[src/rtl/pkg_alu.sv]
// Shared ALU-path types: state encoding for the Nack-aware send unit.
package pkg_alu;

   typedef enum logic [1:0] {
      sIDLE_S = 2'd0,
      sSEND_S = 2'd1,
      sHOLD_S = 2'd2
   } fsm_send;

endpackage

[src/rtl/nack_send_buffer.sv]
// DEPTH x WIDTH_DATA ring buffer; occupancy is counted separately so full and empty never alias.
module nack_send_buffer #(
   parameter int WIDTH_DATA = 32,
   parameter int DEPTH      = 4
) (
   input  logic                   clock,
   input  logic                   reset,
   input  logic                   flush,
   input  logic                   wr_en,
   input  logic [WIDTH_DATA-1:0]  wr_data,
   input  logic                   rd_en,
   output logic [WIDTH_DATA-1:0]  rd_data,
   output logic [$clog2(DEPTH):0] count,
   output logic                   full,
   output logic                   empty
);

   localparam int PW = $clog2(DEPTH);
   localparam int CW = PW + 1;

   logic [WIDTH_DATA-1:0] mem [DEPTH];
   logic [PW-1:0]         wr_ptr;
   logic [PW-1:0]         rd_ptr;

   always_ff @(posedge clock or posedge reset) begin
      if (reset) begin
         wr_ptr <= '0;
         rd_ptr <= '0;
         count  <= '0;
      end else if (flush) begin
         wr_ptr <= '0;
         rd_ptr <= '0;
         count  <= '0;
      end else begin
         if (wr_en)
            wr_ptr <= wr_ptr + PW'(1);
         if (rd_en)
            rd_ptr <= rd_ptr + PW'(1);
         case ({wr_en, rd_en})
            2'b10:   count <= count + CW'(1);
            2'b01:   count <= count - CW'(1);
            default: count <= count;
         endcase
      end
   end

   // Storage carries no reset; only the pointers and count define validity.
   always_ff @(posedge clock) begin
      if (wr_en)
         mem[wr_ptr] <= wr_data;
   end

   assign rd_data = mem[rd_ptr];
   assign full    = (count == CW'(DEPTH));
   assign empty   = (count == '0);

endmodule

[src/rtl/nack_send_unit.sv]
// Source-side Nack-token sender: buffers producer words and re-presents the head until accepted.
module nack_send_unit
   import pkg_alu::*;
#(
   parameter int WIDTH_DATA = 32,
   parameter int DEPTH      = 4,
   parameter int NACK_LIMIT = 8
) (
   input  logic                   clock,
   input  logic                   reset,
   input  logic                   I_Active,
   input  logic                   I_Valid,
   input  logic [WIDTH_DATA-1:0]  I_Data,
   output logic                   O_Nack,
   output logic                   O_Valid,
   output logic [WIDTH_DATA-1:0]  O_Data,
   input  logic                   I_Nack,
   input  logic                   I_Rls,
   output logic                   O_Stall,
   output logic [$clog2(DEPTH):0] O_Count
);

   localparam int CW = $clog2(DEPTH) + 1;
   localparam int NW = $clog2(NACK_LIMIT + 1);

   fsm_send               state, state_next;
   logic [NW-1:0]         nack_cnt, nack_next;
   logic [CW-1:0]         count, count_next;
   logic [WIDTH_DATA-1:0] head;
   logic                  full, empty;
   logic                  enq, deq, nacked;

   function automatic logic [NW-1:0] sat_inc(input logic [NW-1:0] v);
      return (v == NW'(NACK_LIMIT)) ? v : v + NW'(1);
   endfunction

   nack_send_buffer #(
      .WIDTH_DATA (WIDTH_DATA),
      .DEPTH      (DEPTH)
   ) u_buf (
      .clock   (clock),
      .reset   (reset),
      .flush   (I_Rls),
      .wr_en   (enq),
      .wr_data (I_Data),
      .rd_en   (deq),
      .rd_data (head),
      .count   (count),
      .full    (full),
      .empty   (empty)
   );

   // Token gating: O_Nack depends only on flops and I_Active, never on I_Nack.
   assign O_Nack  = ~I_Active | full;
   assign O_Valid = I_Active & ~empty;
   assign O_Data  = O_Valid ? head : '0;
   assign O_Count = count;

   assign enq    = I_Valid & ~O_Nack & ~I_Rls;
   assign deq    = O_Valid & ~I_Nack & ~I_Rls;
   assign nacked = O_Valid &  I_Nack & ~I_Rls;

   always_comb begin
      count_next = count;
      case ({enq, deq})
         2'b10:   count_next = count + CW'(1);
         2'b01:   count_next = count - CW'(1);
         default: count_next = count;
      endcase
   end

   always_comb begin
      state_next = state;
      nack_next  = nack_cnt;
      if (I_Rls) begin
         state_next = sIDLE_S;
         nack_next  = '0;
      end else if (I_Active) begin
         case (state)
            sIDLE_S: begin
               nack_next = '0;
               if (enq)
                  state_next = sSEND_S;
            end
            sSEND_S, sHOLD_S: begin
               if (deq) begin
                  state_next = (count_next == '0) ? sIDLE_S : sSEND_S;
                  nack_next  = '0;
               end else if (nacked) begin
                  state_next = sHOLD_S;
                  nack_next  = sat_inc(nack_cnt);
               end
            end
            default: begin
               state_next = sIDLE_S;
               nack_next  = '0;
            end
         endcase
      end
   end

   always_ff @(posedge clock or posedge reset) begin
      if (reset) begin
         state    <= sIDLE_S;
         nack_cnt <= '0;
         O_Stall  <= 1'b0;
      end else begin
         state    <= state_next;
         nack_cnt <= nack_next;
         O_Stall  <= (nack_next == NW'(NACK_LIMIT));
      end
   end

endmodule

[config.mk]
export PLATFORM = sky130hd
export DESIGN_NAME = nack_send_unit
export DESIGN_NICKNAME = d
export VERILOG_FILES = /design/src/rtl/pkg_alu.sv /design/src/rtl/nack_send_buffer.sv /design/src/rtl/nack_send_unit.sv
export SDC_FILE = /design/constraint.sdc
export NUM_CORES = 1
export LEC_CHECK = 0
export CORE_MARGIN = 4
export CORE_UTILIZATION = 59
export CTS_CLUSTER_SIZE = 20
export DETAILED_ROUTE_END_ITERATION = 12
export PLACE_DENSITY = 0.88
export SYNTH_ARGS = -nofsm -noshare
export SYNTH_HDL_FRONTEND = slang
export SYNTH_SLANG_ARGS = --single-unit
[constraint.sdc]
create_clock -name clock -period 8.8 [get_ports clock]
set_clock_uncertainty 0.15 [all_clocks]
set_input_delay 2.64 -clock clock [delete_from_list [all_inputs] [get_ports clock]]
set_output_delay 2.64 -clock clock [all_outputs]
set_load 0.005 [all_outputs]
=== After elaboration in Yosys (flattened, before gate mapping) ===
Memory sizes are Yosys's and may differ from the RTL's.
Cells that the tools add are included.

* Add/subtract/negate cells: 5
* Muxes and demuxes: 22
* Bitwise logic cells: 13
* Equality and inequality tests: 9
* Reduce and logical (&&, ||, !) cells: 8

{| class="wikitable"
|+ Operators with widths
! cell !! count
|-
| 32-bit two-way mux || 1
|-
| 4-bit two-way mux || 6
|-
| 2-bit two-way mux || 9
|-
| 4-bit == test (second input constant) || 2
|-
| 1-bit AND || 7
|-
| 3-bit zero test || 2
|-
| 3-bit case mux with 2 select lines || 1
|-
| 2-bit nonzero test || 3
|-
| 1-bit NOT || 5
|-
| 2-bit by 1-bit adder with 2-bit output (second input constant) || 2
|-
| 4-bit by 1-bit adder with 4-bit output (second input constant) || 1
|-
| 2-bit by 1-bit == test with 1-bit output (second input constant) || 2
|-
| 2-bit == test (second input constant) || 2
|-
| 4-bit by 3-bit inequality test with 1-bit output (second input constant) || 1
|-
| 2-bit case mux with 2 select lines || 1
|-
| 3-bit by 1-bit adder with 3-bit output (second input constant) || 1
|-
| 3-bit == test (second input constant) || 1
|-
| 1-bit two-way mux || 3
|-
| 3-bit two-way mux || 1
|-
| 3-bit by 2-bit inequality test with 1-bit output (second input constant) || 1
|-
| 3-bit AND reduction || 1
|-
| 3-bit by 1-bit subtractor with 3-bit output (second input constant) || 1
|-
| 2-bit zero test || 1
|-
| 2-bit OR reduction || 1
|-
| 1-bit OR || 1
|}

* RAM bits: 128
* Flip-flop bits (word level): 14
* Output and inout bits: 38
* Memories: 1

{| class="wikitable"
|+ Memory list
! memory !! words !! bits a word !! read ports !! clocked after Yosys merged registers in !! write ports !! RTL line !! text
|-
| u_buf.mem || 4 || 32 || 1 || 0 || 1 || nack_send_buffer.sv:21 || <nowiki>logic [WIDTH_DATA-1:0] mem [DEPTH];</nowiki>
|}

=== Longest topological paths before layout ===
Gate-level depths: netlist of run 1.

* Depth in word-level cells: 13
* Mapped depth: 13

=== By module ===
A second synthesis of run 1 with hierarchy kept.

* Cells, all modules: 310
* Area total of the unflattened synthesis: 5918.2 µm²

{| class="wikitable"
|+ By module, submodules not included
! module !! area each (µm²) !! times used !! cells an instance !! sequential area each (µm²)
|-
| nack_send_buffer || 5098.6 || 1 || 210 || 4018.9
|-
| nack_send_unit || 819.5 || 1 || 100 || 175.2
|}

=== Worst setup path before layout of run 1 ===
No wires, ideal clock.

* Path kind: input to output
* Start point: in I_Active
* End point: out O_Data[10]
* Data arrival time: 3353 ps
* Cell stages on the path: 5
* Required time: 6010 ps
* Slack: 2657 ps
* Path buffers: 3
* Path through: clkbuf_2 -> o31ai_2 -> buf_6 -> buf_2 -> nor2b_1

* Longest elaborated chain between the ends: 2

{| class="wikitable"
|+ Ends and longest elaborated chain
! what !! RTL line !! text
|-
| start: declaration || nack_send_unit.sv:11 || <nowiki>input logic I_Active,</nowiki>
|-
| 1-bit AND || nack_send_unit.sv:55 || <nowiki>assign O_Valid = I_Active & ~empty;</nowiki>
|-
| 32-bit two-way mux || nack_send_unit.sv:56 || <nowiki>assign O_Data = O_Valid ? head : '0;</nowiki>
|-
| end: declaration || nack_send_unit.sv:16 || <nowiki>output logic [WIDTH_DATA-1:0] O_Data,</nowiki>
|}

Every way passes these cells.

=== Worst setup path after layout of run 1 ===
* Start point: in I_Active
* End point: out O_Valid

* Longest elaborated chain between the ends: 1

{| class="wikitable"
|+ Ends and longest elaborated chain
! what !! RTL line !! text
|-
| 1-bit AND || nack_send_unit.sv:55 ||
|-
| end: declaration || nack_send_unit.sv:15 || <nowiki>output logic O_Valid,</nowiki>
|}

Every way passes these cells.

==> results of run 1 <==
cell usage after synthesis, types with 4 or more instances:
master,count,share of area [%]
a21oi_1,6,0.51
and2_1,4,0.43
buf_2,5,0.43
buf_4,4,0.51
clkbuf_1,4,0.26
dfrtp_1,14,6.0
edfxtp_1,128,65
ha_1,9,1.9
inv_1,15,0.96
mux4_2,32,12
nand2_1,6,0.38
nor2_1,10,0.64
nor2b_1,32,3.4
nor3_1,4,0.34
xnor2_1,4,0.60
flip-flops by register name (all words and copies together) (netlist names):
signal	cells
nack_cnt	4
u_buf.rd_ptr	2
u_buf.wr_ptr	2
u_buf.mem	128
state	2
O_Stall	1
u_buf.count	3
worst max-delay path, delay by kind of cell:
kind                   cells  cell delay [ns]
buffers and inverters      4             1.70
AO/OA/AOI/OAI              1             0.28
area by class of cell:
cell class | instances | area, sq um | area share, %
flip-flops and latches | 142 | 4200 | 57.7
multi-input cells | 144 | 1540 | 21.1
repair buffers | 77 | 766 | 10.5
clock buffers | 18 | 418 | 5.74
well taps | 133 | 166 | 2.29
clock inverters | 14 | 135 | 1.86
inverters | 15 | 56.3 | 0.774
routing by layer:
layer  GRT usage [%]  part of all wire, %  wire [um]
met5               0                    0          0
met4            7.48                  1.7        204
met3            6.36                  5.9        708
met2            37.9                   52       6260
met1            29.3                   40       4790
stage by stage:
step	cells	setup WS [ns]
final	543	1.37
after global placement	511	1.44
after CTS	543	1.39
after detailed placement	511	1.38
after global routing	543	1.28
after floorplan	318	2.66
where the power goes:
group | internal, W | leakage (nW) | switching, W | total, W
clock | 0.000379 | 0.247 | 0.000278 | 0.000657
combinational | 0.0000457 | 0.747 | 0.0000393 | 0.0000851
sequential | 0.000746 | 1.35 | 0.00000660 | 0.000753
placed cells by master (no fill, tap or decap), types with 2 or more instances in the layout:
cell	count
a21o_1	2
a21oi_1	6
and2_2	4
buf_4	2
clkbuf_16	16
clkdlybuf4s50_1	75
clkinvlp_4	7
dfrtp_1	12
dfrtp_2	2
edfxtp_1	128
ha_1	9
inv_1	15
inv_6	5
mux4_2	32
nand2_1	6
nand3_1	3
nor2_1	10
nor2b_1	32
nor3_1	4
o21ai_0	3
or3_1	2
or3b_1	2
xnor2_1	4
xor2_1	3
logic make-up after synthesis:
family,count (synthesis)
DFF,142
and+or+nand+nor,70
muxes,34
buffers and inverters,32
AOI/OAI and AO/OA,23
adders and majority gates,10
xor gates and xnor gates,7
worst max-delay path by stage:
stage              from          to  slack, ns
6_report       I_Active     O_Valid       1.37
5_1_grt        I_Active  O_Data[31]       1.28
4_1_cts        I_Active  O_Data[31]       1.39
3_5_place_dp   I_Active  O_Data[31]       1.38
3_3_place_gp   I_Active     O_Valid       1.44
2_1_floorplan  I_Active  O_Data[10]       2.66
==> summary.md, run 1 <==
| Metric | Value |
|---|---|
| Global-route wire length before repair | around 19000 um |
| Detailed placement HPWL | 6740 um |
| Post-Syn Instances | 318 |
| Initial DRT Pass Iterations | 4 |
| Xor/xnor share of the synthesized area | 1.04% |
| Number of global-route vias before repair | around 3400 |
| Via count | 3127 |
| Synth Area in Compound Gates | 3.04% |
| Clock buffer depth | 2 |
| Initial antenna violation count | 0 |
| Initial DRC count | between 150 and 200 |
| Largest net degree at the start of global routing | 34 |
| Critical-path cell list | clkdlybuf4s50_1 -> o31ai_4 -> buf_4 -> inv_1 -> clkdlybuf4s50_1 |
| Synth-to-Final Area Change | 23.7% |
| Max frequency | between 100 and 150 MHz |
| Hold buffers post-CTS | 0 |
| CP startpoint kind | primary input |
| Most used cell along the critical path | clkdlybuf4s50_1 |
| Design area | ~0.0073 sq mm |
| Final Wtd Congestion | 0.803 |
| Total GRT Usage | 22.8% |
| Layout cells sized above 1 | between 10% and 20% |
| Post-Syn Nets | between 300 and 400 |
| Clk Latency, worst-skew pair | 0.50 ns |
| PD cells | 205 mW/mm^2 |
| Core Area | 0.00973 sq mm |
| Total negative slack | 0 ns |
| Final setup fails | 0 |
| Post-CTS sizing | 0 |
| Final Max Tran Viols | 0 |
| Total power draw | 0.00149 W |
| Die height | 108 um |
| Drt via density | around 5.8 |
| Fillers | 584 |
| Die area | 0.0116 sq mm |
| Top FF cell, synth | edfxtp_1 |
| Slowest-stage cell, CP | clkdlybuf4s50_1 |
| Post-synth EDFFs | between 100 and 150 |
| Top Ports | 76 |
| Post-synthesis mux area share | 12.6% |
| Async SR Flop Fraction | 9.86% |
| Htree depth | 4 |
| R2R setup slack | 5.51 ns |
| Row cnt | 36 |
| # diodes | 0 |
| Detailed Route WL | around 12000 um |
| DP Area | 0.00672 sq mm |
| Library cells used by synthesis | 44 |
| RSZ-0062 raised after global routing | no |
| Max_slew headroom | 40.2% |
| Worst Tran Pin Value | around 0.9 ns |
| Crit. End Element | output port |
| Worst hold slack | 0.473 ns |
| Overflow after GRT | 0 |
| Mapped cell area | 0.00588 sq mm |
| Synth Area per Inst | 18.5 sq um |
| Worst Hold Endpoint | nack_cnt[1]$_DFF_PP0_ |
| Hold Vio Cnt, Final | 0 |
| Clock Sink Count | 142 |
| Worst r2r dst | state[0]$_DFFE_PP0P_ |
| Min cycle time layout | 7.43 ns |
| Port buffer count | 75 |
| Critical-path maximum fanout | 24 |
| Initial core utilization | about 60% |
| Critical path's largest stage delay | 0.68 ns |
| Synthesized flop and latch total | 142 |
| Clock root buffer | clkbuf_8 |
| CTS tree | yes |
| Req. time, crit path | between 6 and 7 ns |
| DR WL/cell | 22.0 um |
| Nets | 445 |
| Post-synthesis sequential area ratio | between 70% and 80% |
| Outcome | completed |
| Peak supply drop | ~180 uV |
| CTS Buf Count | 17 |
| Combinational family with the most area after synthesis | multiplexers |
| Cells on worst reg2reg path | 12 |
| Static leakage | 2.34 nW |
| Hold Crit Depth | 2 |
| Simple-Gate Fraction of Synth Area | 6.95% |
| Critical path type | in2out |
| Tcrit/Tclk final | 84.4% |
| Worst min-delay path category | reg2reg |
| Number of max-cap violations | 0 |
| Post-CTS Setup Inserts | 0 |
| Die span in x | 108 um |
| Synthesis Warnings | 0 |
| Fin util | 74.8% |
| HP Start | nack_cnt[1]$_DFF_PP0_ |
| CTS clk-pin slew, worst paths | approximately 0.06 ns |
| Synth Area in Adders | 2.25% |
| Antenna Nets Post-Route | 0 |
| # DRC | 0 |
| Crit path arrival time | 4.64 ns |
| Worst r2r src | u_buf.count[2]$_DFF_PP0_ |
No activity file was read; power rests on OpenSTA's default activity.
==> run 2, diff against run 1 <==
--- a/config.mk
+++ b/config.mk
@@ -6,10 +6,10 @@
 export NUM_CORES = 1
 export LEC_CHECK = 0
 export CORE_MARGIN = 4
-export CORE_UTILIZATION = 59
+export CORE_UTILIZATION = 50
 export CTS_CLUSTER_SIZE = 20
 export DETAILED_ROUTE_END_ITERATION = 12
-export PLACE_DENSITY = 0.88
+export PLACE_DENSITY = 0.8
 export SYNTH_ARGS = -nofsm -noshare
 export SYNTH_HDL_FRONTEND = slang
 export SYNTH_SLANG_ARGS = --single-unit
==> constraint.sdc (replaced) <==
create_clock -name clock -period 6.69 [get_ports clock]
set_clock_uncertainty 0.15 [all_clocks]
set_input_delay 2.007 -clock clock [delete_from_list [all_inputs] [get_ports clock]]
set_output_delay 2.007 -clock clock [all_outputs]
set_load 0.005 [all_outputs]
==> run 2 against run 1 <==
Wire length decreased by 9.7%. Global-route usage is 5.5 points lower. Sequential share of layout area fell by 0.24 points. First-iteration DRC count decreased by 34%. Critical path type unchanged.
==> summary.md, run 2 (synthesized netlist as in run 1, its figures left out) <==
| Metric | Value |
|---|---|
| Global-route wire length before repair | 17200 um (-9.1%) |
| Busiest layer in global routing | met2 |
| R2R setup slack | 3.18 ns (-2.33 ns) |
| Max_slew headroom | 39.6% (-0.62 points) |
| CTS Buf Count | 17 (unchanged) |
| DP Area | 0.00674 sq mm (+0.30%) |
| Initial DRC count | 131 (-34%) |
| Synth-to-Final Area Change | 24.2% |
| Critical path type | in2out |
| Crit. End Element | output port |
| Htree depth | 4 (unchanged) |
| Initial DRT Pass Iterations | 4 (unchanged) |
| Total GRT Usage | 17.3% (-5.5 points) |
| Slowest-stage cell, CP | clkdlybuf4s50_1 |
| # diodes | 0 (unchanged) |
| Post-CTS Setup Inserts | 0 (unchanged) |
| Layout cells sized above 1 | 20.0% (+0.20 points) |
| Initial core utilization | 51.3% (-9.2 points) |
| # DRC | 0 (unchanged) |
| CTS tree | yes |
| Min cycle time layout | 6.07 ns |
| Detailed Route WL | 10800 um (-9.7%) |
| Overflow after GRT | 0 (unchanged) |
| Top flop regs | u_buf.mem: 128 flops, nack_cnt: 4 flops, u_buf.count: 3 flops |
| Outcome | completed |
| Worst hold slack | 0.456 ns (-0.0169 ns) |
| Number of global-route vias before repair | 3275 (-2.5%) |
| Worst Tran Pin Value | 0.906 ns (+0.00934 ns) |
| Fin cells | 554 (+2.0%) |
| Antenna Nets Post-Route | 0 (unchanged) |
| Clock Sink Count | 142 (unchanged) |
| M2 GR Usage | 27.8% (-10 points) |
| Crit path arrival time | 3.92 ns (-0.72 ns) |
| Static leakage | 2.37 nW (+1.2%) |
| RSZ-0062 raised after global routing | no |
| Most common cell after layout, fill and taps aside | edfxtp_1 |
| Placed insts | 522 (+2.2%) |
| Worst min-delay path category | reg2reg |
| Peak supply drop | 170 uV (-7.3%) |
| Req. time, crit path | 4.53 ns (-1.48 ns) |
| Top Ports | 76 (unchanged) |
| Max frequency | 165 MHz |
| Row cnt | 39 (+8.3%) |
| Design area | 0.00731 sq mm (+0.41%) |
| PD cells | 271 mW/mm^2 (+32%) |
| Clock root buffer | clkbuf_16 |
| Crit path to | O_Data[0] |
| Initial antenna violation count | 0 (unchanged) |
| Met3 GRT Util | 5.60% (-0.76 points) |
| Worst setup path startpoint | I_Active |
| Die area | 0.0136 sq mm (+17%) |
| Worst r2r dst | state[0]$_DFFE_PP0P_ |
| Cells on worst reg2reg path | 11 (-1) |
| Via count | 3039 (-2.8%) |
| DR WL/cell | 19.5 um (-12%) |
| Hold Vio Cnt, Final | 0 (unchanged) |
| CTS clk-pin slew, worst paths | 0.06 ns (about the same) |
| Commonest non-fill, non-tap cells in the layout | edfxtp_1, clkdlybuf4s50_1, nor2b_1, mux4_2, clkbuf_16 |
| Port buffer count | 75 (unchanged) |
| Final Max Tran Viols | 0 (unchanged) |
| Met1 usage | 22.3% (-6.9 points) |
| Number of max-cap violations | 0 (unchanged) |
| Most used cell along the critical path | clkdlybuf4s50_1 |
| Clk Latency, worst-skew pair | 0.41 ns (-0.09 ns) |
| Die height | 116 um (+8.0%) |
| Die span in x | 116 um (+8.0%) |
| Nets | 446 (+0.22%) |
| Critical-path cell list | clkdlybuf4s50_1 -> o31ai_4 -> buf_4 -> nor2b_1 -> clkdlybuf4s50_1 |
| Tcrit/Tclk final | between 90% and 100% |
| CP startpoint kind | primary input |
| Drt via density | 5.49 (-4.7%) |
| Clock buffer depth | 2 (unchanged) |
| Total negative slack | 0 ns (unchanged) |
| Max reg flops | 128 (unchanged) |
| Worst r2r src | u_buf.count[0]$_DFF_PP0_ |
| Largest net degree at the start of global routing | 34 (unchanged) |
| Reg with most FFs | u_buf.mem |
| Critical path's largest stage delay | 0.67 ns (about the same) |
| Final Wtd Congestion | 0.778 (-3.2%) |
| Detailed placement HPWL | 6530 um (-3.1%) |
| Hold buffers post-CTS | 0 (unchanged) |
| Post-CTS sizing | 0 (unchanged) |
| Core Area | 0.0115 sq mm (+18%) |
| Final setup fails | 0 (unchanged) |
| Critical-path maximum fanout | 15 (-38%) |
## run 2: critical path, delay by kind of cell
kind                   cells  cell delay [ns]
buffers and inverters      3             1.46
and+or+nand+nor            1             0.17
AOI/OAI and AO/OA          1             0.26
## run 2: power by group
| group | internal (W) | switching (W) | total [W] |
|---|---|---|---|
| Clock | 0.000515 | 0.000364 | 0.000879 |
| Combinational | 0.0000604 | 0.0000492 | 0.000110 |
| Sequential | 0.000982 | 0.00000946 | 0.000991 |
## run 2: per-stage QoR
stage               util, %  worst slack (ns)  total power (W)
global route           63.7             0.499          0.00205
finish                 63.7             0.617          0.00198
detailed placement     58.8             0.584          0.00112
floorplan                 -              1.81          0.00106
global placement       58.8             0.638          0.00112
CTS                    63.7             0.583          0.00200
## run 2: cell type report
cell class | instances | area, sq um
repair buffers | 78 | 773
multi-input cells | 144 | 1540
clock buffers | 17 | 425
inverters | 15 | 56.3
flip-flops and latches | 142 | 4200
fillers | 787 | 4160
well taps | 143 | 179
clock inverters | 15 | 138
## run 2: how the worst min path moves through the flow
stage | startpoint | to | slack, ns | cells after the start
after floorplan | u_buf.wr_ptr[1]$_DFFE_PP0P_ | u_buf.wr_ptr[1]$_DFFE_PP0P_ | 0.39 | 2
after global placement | u_buf.wr_ptr[1]$_DFFE_PP0P_ | u_buf.wr_ptr[1]$_DFFE_PP0P_ | 0.41 | 2
after detailed placement | u_buf.wr_ptr[1]$_DFFE_PP0P_ | u_buf.wr_ptr[1]$_DFFE_PP0P_ | 0.45 | 2
after CTS | nack_cnt[1]$_DFF_PP0_ | nack_cnt[1]$_DFF_PP0_ | 0.46 | 2
after global routing | u_buf.wr_ptr[1]$_DFFE_PP0P_ | u_buf.wr_ptr[1]$_DFFE_PP0P_ | 0.50 | 2
final | nack_cnt[1]$_DFF_PP0_ | nack_cnt[1]$_DFF_PP0_ | 0.46 | 2
## run 2: per-layer routing
metal | vias up | wire (um)
met4 | 0 | 82
met2 | 103 | 5440
met1 | 1537 | 4490
met3 | 8 | 785
met5 | - | 0
li1 | 1391 | -
==> run 3, diff against run 2 <==
--- a/config.mk
+++ b/config.mk
@@ -10,6 +10,7 @@
 export CTS_CLUSTER_SIZE = 20
 export DETAILED_ROUTE_END_ITERATION = 12
 export PLACE_DENSITY = 0.8
+export SLEW_MARGIN = 20
 export SYNTH_ARGS = -nofsm -noshare
 export SYNTH_HDL_FRONTEND = slang
 export SYNTH_SLANG_ARGS = --single-unit
==> results of run 3 <==
No change in the layout: final DEF, timing and power equal those of run 2.
